**config.mk**
```make
export PLATFORM = sky130hd
export DESIGN_NAME = pipe_ctrl_flat
export DESIGN_NICKNAME = d
export VERILOG_FILES = /design/src/rtl/pipe_ctrl_pkg.sv /design/src/rtl/pipe_ctrl_if.sv /design/src/rtl/pipe_ctrl_hazard_det.sv /design/src/rtl/pipe_ctrl.sv /design/src/flat_wrapper.sv
export SDC_FILE = /design/constraint.sdc
export NUM_CORES = 1
export LEC_CHECK = 0
export CORE_UTILIZATION = 44
export CTS_CLUSTER_SIZE = 20
export DETAILED_ROUTE_END_ITERATION = 10
export MAX_ROUTING_LAYER = met4
export PLACE_DENSITY = 0.79
export SYNTH_ARGS = -nofsm -noshare
export SYNTH_HDL_FRONTEND = slang
export SYNTH_HIERARCHICAL = 1
export SYNTH_SLANG_ARGS = --single-unit
```
**constraint.sdc**
```tcl
create_clock -name clk -period 6.2 [get_ports clk]
set_clock_uncertainty 0.2 [all_clocks]
set_input_delay 1.24 -clock clk [delete_from_list [all_inputs] [get_ports clk]]
set_output_delay 1.24 -clock clk [all_outputs]
set_load 0.005 [all_outputs]
```
**src/rtl/pipe_ctrl_pkg.sv**
```systemverilog
// rtl/pipe_ctrl_pkg.sv - shared states, control encodings and NOP/x0 constants
package pipe_ctrl_pkg;

  typedef enum logic [1:0] {
    RUN   = 2'd0,
    DWAIT = 2'd1,
    HALT  = 2'd2
  } state_t;

  localparam logic [31:0] INST_NOP = 32'h0000_0013;
  localparam logic [4:0]  REG_X0   = 5'd0;

  typedef struct packed {
    logic pc_stall;
    logic if_id_stall;
    logic if_id_flush;
    logic id_ex_flush;
    logic ex_mem_stall;
    logic mem_wb_flush;
  } ctrl_t;

  // Whole-pipe control patterns, one per priority level
  localparam ctrl_t CTRL_NONE       = 6'b000000;
  localparam ctrl_t CTRL_FREEZE     = 6'b110011;
  localparam ctrl_t CTRL_JUMP       = 6'b001100;
  localparam ctrl_t CTRL_LOAD_USE   = 6'b110100;
  localparam ctrl_t CTRL_FETCH_MISS = 6'b101000;
  localparam ctrl_t CTRL_RESET      = 6'b001100;

endpackage

```
**src/rtl/pipe_ctrl_if.sv**
```systemverilog
// rtl/pipe_ctrl_if.sv - pipeline status inputs and stall/flush controls
interface pipe_ctrl_if;

  logic [4:0] id_rs1;
  logic [4:0] id_rs2;
  logic       id_rs1_used;
  logic       id_rs2_used;
  logic [4:0] ex_rd;
  logic       ex_mem_read;
  logic       ex_jump_en;
  logic       imem_ready;
  logic       mem_req;
  logic       mem_ready;

  logic       pc_stall;
  logic       if_id_stall;
  logic       if_id_flush;
  logic       id_ex_flush;
  logic       ex_mem_stall;
  logic       mem_wb_flush;

  // master is the datapath reporting status, slave is the controller
  modport master (
    output id_rs1, id_rs2, id_rs1_used, id_rs2_used, ex_rd, ex_mem_read,
    output ex_jump_en, imem_ready, mem_req, mem_ready,
    input  pc_stall, if_id_stall, if_id_flush, id_ex_flush, ex_mem_stall, mem_wb_flush
  );

  modport slave (
    input  id_rs1, id_rs2, id_rs1_used, id_rs2_used, ex_rd, ex_mem_read,
    input  ex_jump_en, imem_ready, mem_req, mem_ready,
    output pc_stall, if_id_stall, if_id_flush, id_ex_flush, ex_mem_stall, mem_wb_flush
  );

endinterface

```
**src/rtl/pipe_ctrl_hazard_det.sv**
```systemverilog
// rtl/pipe_ctrl_hazard_det.sv - combinational load-use hazard compare
module hazard_det
  import pipe_ctrl_pkg::*;
(
  input  logic [4:0] id_rs1,
  input  logic [4:0] id_rs2,
  input  logic       id_rs1_used,
  input  logic       id_rs2_used,
  input  logic [4:0] ex_rd,
  input  logic       ex_mem_read,
  output logic       load_use
);

  logic rs1_hit;
  logic rs2_hit;

  assign rs1_hit  = id_rs1_used & (id_rs1 == ex_rd);
  assign rs2_hit  = id_rs2_used & (id_rs2 == ex_rd);
  // x0 is never a real producer, so a load to it cannot create a hazard
  assign load_use = ex_mem_read & (ex_rd != REG_X0) & (rs1_hit | rs2_hit);

endmodule

```
**src/rtl/pipe_ctrl.sv**
```systemverilog
// rtl/pipe_ctrl.sv - pipeline stall/flush controller with data-memory wait FSM
module pipe_ctrl
  import pipe_ctrl_pkg::*;
#(
  parameter int TIMEOUT = 255,
  parameter int CNT_W   = 16
) (
  input  logic             clk,
  input  logic             reset,
  pipe_ctrl_if.slave       pif,
  output logic             bus_err,
  output logic [CNT_W-1:0] stall_cnt,
  output logic [CNT_W-1:0] flush_cnt
);

  localparam int WAIT_W = $clog2(TIMEOUT + 1);

  state_t            state;
  logic [WAIT_W-1:0] wait_cnt;
  logic              lu_prev;
  logic              load_use;
  logic              hold;
  logic              freeze;
  logic              jump_flush;
  logic              lu_fire;
  ctrl_t             ctrl;

  hazard_det u_hazard_det (
    .id_rs1      (pif.id_rs1),
    .id_rs2      (pif.id_rs2),
    .id_rs1_used (pif.id_rs1_used),
    .id_rs2_used (pif.id_rs2_used),
    .ex_rd       (pif.ex_rd),
    .ex_mem_read (pif.ex_mem_read),
    .load_use    (load_use)
  );

  assign hold       = pif.mem_req & ~pif.mem_ready;
  assign freeze     = (state == HALT) | hold;
  assign jump_flush = ~freeze & pif.ex_jump_en;
  // The bubble just inserted sits in EX next cycle, so a repeat is never a new hazard
  assign lu_fire    = ~freeze & ~pif.ex_jump_en & load_use & ~lu_prev;

  always_comb begin
    ctrl = CTRL_NONE;
    if (!reset)
      ctrl = CTRL_RESET;
    else if (freeze)
      ctrl = CTRL_FREEZE;
    else if (pif.ex_jump_en)
      ctrl = CTRL_JUMP;
    else if (lu_fire)
      ctrl = CTRL_LOAD_USE;
    else if (!pif.imem_ready)
      ctrl = CTRL_FETCH_MISS;
  end

  assign pif.pc_stall     = ctrl.pc_stall;
  assign pif.if_id_stall  = ctrl.if_id_stall;
  assign pif.if_id_flush  = ctrl.if_id_flush;
  assign pif.id_ex_flush  = ctrl.id_ex_flush;
  assign pif.ex_mem_stall = ctrl.ex_mem_stall;
  assign pif.mem_wb_flush = ctrl.mem_wb_flush;

  always_ff @(posedge clk or negedge reset) begin
    if (!reset) begin
      state    <= RUN;
      wait_cnt <= '0;
      bus_err  <= 1'b0;
    end else begin
      case (state)
        RUN: begin
          if (hold) begin
            state    <= DWAIT;
            wait_cnt <= '0;
          end
        end
        DWAIT: begin
          if (pif.mem_ready) begin
            state <= RUN;
          end else begin
            wait_cnt <= wait_cnt + 1'b1;
            if (wait_cnt == WAIT_W'(TIMEOUT - 1)) begin
              state   <= HALT;
              bus_err <= 1'b1;
            end
          end
        end
        HALT: begin
          bus_err <= 1'b1;
        end
        default: begin
          state <= RUN;
        end
      endcase
    end
  end

  always_ff @(posedge clk or negedge reset) begin
    if (!reset) begin
      lu_prev   <= 1'b0;
      stall_cnt <= '0;
      flush_cnt <= '0;
    end else begin
      lu_prev <= lu_fire;
      if (ctrl.pc_stall && (stall_cnt != '1))
        stall_cnt <= stall_cnt + 1'b1;
      if (jump_flush && (flush_cnt != '1))
        flush_cnt <= flush_cnt + 1'b1;
    end
  end

endmodule

```
**src/flat_wrapper.sv**
```systemverilog
// flat-port wrapper written by rule: the top's interface ports become plain ports
module pipe_ctrl_flat import pipe_ctrl_pkg::*;
#(
  parameter int TIMEOUT = 255,
  parameter int CNT_W   = 16
)
  (clk, reset, bus_err, stall_cnt, flush_cnt, pif_id_rs1, pif_id_rs2, pif_id_rs1_used, pif_id_rs2_used, pif_ex_rd, pif_ex_mem_read, pif_ex_jump_en, pif_imem_ready, pif_mem_req, pif_mem_ready, pif_pc_stall, pif_if_id_stall, pif_if_id_flush, pif_id_ex_flush, pif_ex_mem_stall, pif_mem_wb_flush);
  pipe_ctrl_if pif_i ();
  input  logic clk;
  input  logic reset;
  output logic bus_err;
  output logic [CNT_W-1:0] stall_cnt;
  output logic [CNT_W-1:0] flush_cnt;
  input wire logic [$bits(pif_i.id_rs1)-1:0] pif_id_rs1;
  input wire logic [$bits(pif_i.id_rs2)-1:0] pif_id_rs2;
  input wire logic [$bits(pif_i.id_rs1_used)-1:0] pif_id_rs1_used;
  input wire logic [$bits(pif_i.id_rs2_used)-1:0] pif_id_rs2_used;
  input wire logic [$bits(pif_i.ex_rd)-1:0] pif_ex_rd;
  input wire logic [$bits(pif_i.ex_mem_read)-1:0] pif_ex_mem_read;
  input wire logic [$bits(pif_i.ex_jump_en)-1:0] pif_ex_jump_en;
  input wire logic [$bits(pif_i.imem_ready)-1:0] pif_imem_ready;
  input wire logic [$bits(pif_i.mem_req)-1:0] pif_mem_req;
  input wire logic [$bits(pif_i.mem_ready)-1:0] pif_mem_ready;
  output wire logic [$bits(pif_i.pc_stall)-1:0] pif_pc_stall;
  output wire logic [$bits(pif_i.if_id_stall)-1:0] pif_if_id_stall;
  output wire logic [$bits(pif_i.if_id_flush)-1:0] pif_if_id_flush;
  output wire logic [$bits(pif_i.id_ex_flush)-1:0] pif_id_ex_flush;
  output wire logic [$bits(pif_i.ex_mem_stall)-1:0] pif_ex_mem_stall;
  output wire logic [$bits(pif_i.mem_wb_flush)-1:0] pif_mem_wb_flush;
  assign pif_i.id_rs1 = pif_id_rs1;
  assign pif_i.id_rs2 = pif_id_rs2;
  assign pif_i.id_rs1_used = pif_id_rs1_used;
  assign pif_i.id_rs2_used = pif_id_rs2_used;
  assign pif_i.ex_rd = pif_ex_rd;
  assign pif_i.ex_mem_read = pif_ex_mem_read;
  assign pif_i.ex_jump_en = pif_ex_jump_en;
  assign pif_i.imem_ready = pif_imem_ready;
  assign pif_i.mem_req = pif_mem_req;
  assign pif_i.mem_ready = pif_mem_ready;
  assign pif_pc_stall = pif_i.pc_stall;
  assign pif_if_id_stall = pif_i.if_id_stall;
  assign pif_if_id_flush = pif_i.if_id_flush;
  assign pif_id_ex_flush = pif_i.id_ex_flush;
  assign pif_ex_mem_stall = pif_i.ex_mem_stall;
  assign pif_mem_wb_flush = pif_i.mem_wb_flush;
  pipe_ctrl #(.TIMEOUT(TIMEOUT), .CNT_W(CNT_W)) u_core (.clk(clk), .reset(reset), .pif(pif_i), .bus_err(bus_err), .stall_cnt(stall_cnt), .flush_cnt(flush_cnt));
endmodule
```
# After elaboration in Yosys (flattened, before gate mapping)
# Index checks and enable logic that the tools add are counted.
[op_classes] n_eq_ne=11 n_addsub=3 n_bitwise=16 n_reduce_logical=9 n_mux=15
[ops] op="16-bit by 1-bit adder with 16-bit output (second input constant)" count=2
[ops] op="16-bit inequality test (second input constant)" count=2
[ops] op="6-bit two-way mux" count=5
[ops] op="8-bit two-way mux" count=2
[ops] op="8-bit case mux with 2 select lines" count=1
[ops] op="5-bit equality test" count=2
[ops] op="1-bit AND" count=9
[ops] op="3-bit AND reduction" count=3
[ops] op="8-bit by 1-bit adder with 8-bit output (second input constant)" count=1
[ops] op="8-bit equality test (second input constant)" count=1
[ops] op="2-bit two-way mux" count=3
[ops] op="2-bit case mux with 3 select lines" count=1
[ops] op="1-bit inverter" count=5
[ops] op="5-bit nonzero test" count=1
[ops] op="2-bit by 1-bit inequality test with 1-bit output (second input constant)" count=2
[ops] op="2-bit nonzero test" count=2
[ops] op="3-bit by 2-bit inequality test with 1-bit output (second input constant)" count=1
[ops] op="2-bit by 1-bit equality test with 1-bit output (second input constant)" count=1
[ops] op="2-bit equality test (second input constant)" count=1
[ops] op="1-bit logical AND" count=2
[ops] op="2-bit logical NOT" count=1
[ops] op="1-bit two-way mux" count=2
[ops] op="2-bit inequality test (second input constant)" count=1
[ops] op="1-bit OR" count=2
[ops] op="1-bit case mux with 2 select lines" count=1
[totals] input_bits=24 out_inout_bits=39 register_bits=44 wordCells=60

# Depth between registers and ports, before layout
[depth] depth_word=12 ltp_mapped=10

# Cells and area by module
# The synthesis kept the hierarchy.
[modules_own_cells] module="pipe_ctrl" instances=1 cells_each=203 area_each_um2=2132.0
[modules_own_cells] module="hazard_det" instances=1 cells_each=17 area_each_um2=133.9

# Worst setup path after synthesis
# Ideal clock, no wire load.
[synth_path] kind="input-to-output" start="input pif_ex_rd[0]" end="output pif_pc_stall" path_stages=6 slack_ns=2.334 arrival_time_ns=2.426 n_path_buf=0 required_time_ns=4.760 path_cell_list="or4_1 o21ai_1 a21oi_1 nand2b_1 a21oi_1 or2_2"
[synth_via] elab_chain_len=10
[synth_rtl] element="start, declared" line="flat_wrapper.sv:18" text="input wire logic [$bits(pif_i.ex_rd)-1:0] pif_ex_rd;"
[synth_rtl] element="5-bit equality test, on equally long branches" line="pipe_ctrl_hazard_det.sv:17, pipe_ctrl_hazard_det.sv:18"
[synth_rtl] element="1-bit AND, on equally long branches" line="pipe_ctrl_hazard_det.sv:17, pipe_ctrl_hazard_det.sv:18"
[synth_rtl] element="1-bit OR" line="pipe_ctrl_hazard_det.sv:20" text="assign load_use = ex_mem_read & (ex_rd != REG_X0) & (rs1_hit | rs2_hit);"
[synth_rtl] element="1-bit AND (*)" line="pipe_ctrl_hazard_det.sv:20"
[synth_rtl] element="net u_core.load_use" line="pipe_ctrl.sv:21" text="logic load_use;"
[synth_rtl] element="1-bit AND (*) (2 in series)" line="pipe_ctrl.sv:42" text="assign lu_fire = ~freeze & ~pif.ex_jump_en & load_use & ~lu_prev;"
[synth_rtl] element="6-bit two-way mux (*)" line="pipe_ctrl.sv:52" text="else if (lu_fire)"
[synth_rtl] element="6-bit two-way mux (*)" line="pipe_ctrl.sv:50" text="else if (pif.ex_jump_en)"
[synth_rtl] element="6-bit two-way mux (*)" line="pipe_ctrl.sv:48" text="else if (freeze)"
[synth_rtl] element="6-bit two-way mux (*)" line="pipe_ctrl.sv:46" text="if (!reset)"
[synth_rtl] element="end, declared" line="flat_wrapper.sv:24" text="output wire logic [$bits(pif_i.pc_stall)-1:0] pif_pc_stall;"
# The timed path passes the listed nets; every way through them passes the cells marked *.

# Worst setup path after layout
[layout_path] start="input pif_ex_rd[3]" end="output pif_pc_stall"
# Same word-level chain as after synthesis.

==> flow_metrics.env <==
export IMPL_status="completed"
export IMPL_synth_ff_latch_count=44
export IMPL_grt_max_degree=32
export IMPL_r2r_end="u_core/stall_cnt[1]"
export IMPL_clock_sinks=44
export IMPL_slowest_delay_ns=0.50
export IMPL_p_per_area_mw_per_mm2=270.0
export IMPL_fmax_ghz=0.1967
export IMPL_min_delay_start="u_core/bus_err"
export IMPL_core_sq_mm=0.004848
export IMPL_post_route_drc_count=0
export IMPL_synth_edf_count=0
export IMPL_clkSlewWorstSetupHoldPaths_ns=0.08
export IMPL_tightest_slew_ns=0.8036
export IMPL_vias_per_cell=5.253
export IMPL_crit_fanout=5
export IMPL_r2r_start="u_core/stall_cnt[0]"
export IMPL_r2r_setup_slack_ns=3.94
export IMPL_synth_area_per_cell_sq_um=10.30
export IMPL_clock_latency_ns=0.30
export IMPL_root_buffer="clkbuf_8"
export IMPL_ant_nets=0
export IMPL_power_leakage_nw=1.285
export IMPL_finish_utilization_pct=63.61
export IMPL_clockBufferDepth=2
export IMPL_place_congestion=0.7617
export IMPL_cts_tree="done"
export IMPL_p_int_uw=601.9
export IMPL_seq_power_share_pct=47.4
export IMPL_synthArstFlopShare_pct=100.0
export IMPL_start_util_pct=46.74
export IMPL_drive_gt1_share_pct=8.304
export IMPL_grt_ovfl_total=0
export IMPL_maxCapViolations=0
export IMPL_grt_antenna_before_repair=0
export IMPL_synthFlopType="dfrtp_1"
export IMPL_synth_xor_area_share_pct=17.39
export IMPL_wl_per_cell_um=13.44
export IMPL_tns_ns=0
export IMPL_die_height_um=73.76
export IMPL_chipWidth_um=73.76
export IMPL_rsz0062_at_grt="false"
export IMPL_hold_end="u_core/bus_err"
export IMPL_grt_total_usage_pct=19.56
export IMPL_dr_pass1_iters=4
export IMPL_synth_simple_gate_area_share_pct=24.63
export IMPL_synth_distinct_cells=38
export IMPL_worst_path_max_delay_cell="clkdlybuf4s50_1"
export IMPL_dp_hpwl_um=3534
export IMPL_synth_fa_ha_area_share_pct=2.209
export IMPL_place_inst=348
export IMPL_switching_power_uw=230.8
export IMPL_crit_type="input port to primary output"
export IMPL_port_buffers=62
export IMPL_seq_area_frac_synth_pct=48.59
export IMPL_grt_pass1_wl_um=7776
export IMPL_finalSetupViolations=0
export IMPL_register_area_sq_mm=0.001101
export IMPL_post_route_period_util_pct=82.01
export IMPL_path_buf_inv=2
export IMPL_startpoint_type="input port"
export IMPL_min_path_cells=1
export IMPL_critPathTopFamily="buffers and inverters"
export IMPL_cts_repair_resized=0
export IMPL_synth_mux_area_share_pct=0.9939
export IMPL_synth_warnings=6
export IMPL_area_delta_synth_final_pct=36.11
export IMPL_crit_cells=9
export IMPL_power_uw=832.7
export IMPL_path_cells="clkdlybuf4s50_1, xor2_1, nor4_1, nand3_1, a21oi_1, nand2b_1, a21oi_1, or2_2, clkdlybuf4s50_1"
export IMPL_postCtsSetupBuffers=0
export IMPL_p_comb_share_pct=23.9
export IMPL_slew_viol_final=0
export IMPL_cts_buffers=5
export IMPL_multi_input_area_sq_mm=0.001135
export IMPL_reg2regPathDepth=5
export IMPL_ir_worst_vdd_v=0.0002640
export IMPL_rows=25
export IMPL_vias=1870
export IMPL_die_area_sq_mm=0.005441
export IMPL_relSlewSlack_pct=46.01
export IMPL_diodes=0
export IMPL_netlist_area_sq_mm=0.002266
export IMPL_swShare_pct=27.72
export IMPL_end_kind="primary output"
export IMPL_syn_nets=248
export IMPL_hold_class="register to register"
export IMPL_wl_um=4786
export IMPL_hold_buffers=0
export IMPL_grt_pass1_vias=1742
export IMPL_h_tree_depth=2
export IMPL_arrival_ns=3.64
export IMPL_cp_required_ns=4.76
export IMPL_hold_violations=0
export IMPL_fillCellCount=384
export IMPL_synth_compound_area_share_pct=4.859
export IMPL_stdcell_count=356
export IMPL_finalCriticalPeriod_ns=5.084
export IMPL_synth_top_family_by_area="simple AND/OR/NAND/NOR gates"
export IMPL_syn_inst=220
export IMPL_clockPowerShare_pct=28.7
export IMPL_dr_first_iter_drc_count=82
export IMPL_ioPinCount=63
export IMPL_fin_nets=316
-- worst reg2reg max path: stages, from the launching register on --
cell	delay (ns)
dfrtp_1	0.42
ha_1	0.24
and4_1	0.23
and3_1	0.20
a2bb2oi_2	0.47
mux2_2	0.40
-- area by class of cell --
| class | count | share of cell area, % |
|---|---|---|
| clock buffer | 7 | 3.124 |
| clock inverter | 1 | 0.9736 |
| inverter | 4 | 0.4868 |
| multi-input combinational | 170 | 36.80 |
| sequential | 44 | 35.70 |
| tap | 67 | 2.718 |
| timing repair buffer | 63 | 20.20 |
-- layer usage --
| metal | GRT usage, % | up-vias | part of all wire [%] |
|---|---|---|---|
| li1 | - | 912 | - |
| met1 | 24.20 | 882 | 46 |
| met2 | 29.56 | 69 | 44 |
| met3 | 6.173 | 7 | 8.5 |
| met4 | 8.333 | 0 | 1.6 |
| met5 | - | - | 0 |
-- power groups by stage --
stage          clock [mW]  sequential (mW)  combinational [mW]
6_report            0.239            0.394               0.199
5_1_grt             0.255            0.404               0.222
4_1_cts             0.247            0.395               0.202
3_5_place_dp            0            0.399               0.201
3_3_place_gp            0            0.397               0.198
2_1_floorplan           0            0.390              0.0834
-- synth_stat cells, types with 2 or more instances --
| library cell | number | share of area, % |
|---|---|---|
| inv_1 | 4 | 0.66 |
| nand3_1 | 12 | 2.7 |
| a21oi_1 | 5 | 1.1 |
| nor3_1 | 6 | 1.3 |
| and4_1 | 2 | 0.77 |
| nand4_1 | 15 | 4.1 |
| o21ai_0 | 5 | 1.1 |
| mux2_2 | 2 | 0.99 |
| ha_1 | 4 | 2.2 |
| nand2b_1 | 4 | 1.1 |
| xor2_1 | 22 | 8.5 |
| nor3b_1 | 2 | 0.66 |
| xnor2_1 | 23 | 8.9 |
| o21ai_1 | 2 | 0.44 |
| buf_4 | 2 | 0.66 |
| nor2_2 | 2 | 0.55 |
| or4_1 | 2 | 0.66 |
| and3_1 | 6 | 1.7 |
| nand2_1 | 23 | 3.8 |
| nor2_1 | 13 | 2.2 |
| nor4_1 | 4 | 1.1 |
| dfrtp_1 | 44 | 49 |
-- how the worst max path moves through the flow --
stage	start	to	slack (ns)
final	pif_ex_rd[3]	pif_pc_stall	1.12
after global routing	pif_ex_rd[2]	pif_pc_stall	0.96
after CTS	pif_ex_rd[0]	pif_pc_stall	1.08
after detailed placement	pif_ex_rd[0]	pif_pc_stall	1.09
after global placement	pif_ex_rd[0]	pif_pc_stall	1.19
after floorplan	pif_ex_rd[0]	pif_pc_stall	2.33
-- state kept, by name, indices dropped and copies added (netlist names) --
signal,cells
u_core/flush_cnt,16
u_core/bus_err,1
u_core/stall_cnt,16
u_core/lu_prev,1
u_core/state,2
u_core/wait_cnt,8
-- per-stage QoR --
stage          setup WS (ns)  instance area, sq um  hold WS [ns]
3_3_place_gp           1.185                  2958        0.2562
5_1_grt               0.9583                  3084        0.3046
2_1_floorplan          2.334                  2266        0.2629
6_report               1.116                  3084        0.2820
3_5_place_dp           1.091                  2958        0.2662
4_1_cts                1.078                  3084        0.2877
-- placed cells by master (no fill, tap or decap), drive strengths merged --
| cell type | instances |
|---|---|
| clkdlybuf4s50 | 61 |
| dfrtp | 44 |
| nand2 | 24 |
| xnor2 | 23 |
| xor2 | 22 |
| nand4 | 15 |
| nor2 | 15 |
| nand3 | 12 |
| clkbuf | 7 |
| and3 | 7 |
| o21ai | 7 |
| nor3 | 6 |
| a21oi | 5 |
| nand2b | 5 |
| nor4 | 5 |
| inv | 4 |
| ha | 4 |
| and4 | 3 |
| or4 | 3 |
| mux2 | 2 |
| nor3b | 2 |
| buf | 2 |
| bufinv | 1 |
| o21a | 1 |
| nor2b | 1 |
| a21boi | 1 |
| or2 | 1 |
| a2bb2oi | 1 |
| o311ai | 1 |
| and2 | 1 |
| nand3b | 1 |
| o21bai | 1 |
| or3 | 1 |
-- cell families (layout without fill, tap and decap cells) --
family | after synthesis | in the layout
xor gates and xnor gates | 45 | 45
and+or+nand+nor | 102 | 102
AOI/OAI and AO/OA | 17 | 17
buffers and inverters | 6 | 75
DFF | 44 | 44
muxes | 2 | 2
adders and majority gates | 4 | 4
(Power assumes the default switching activity.)
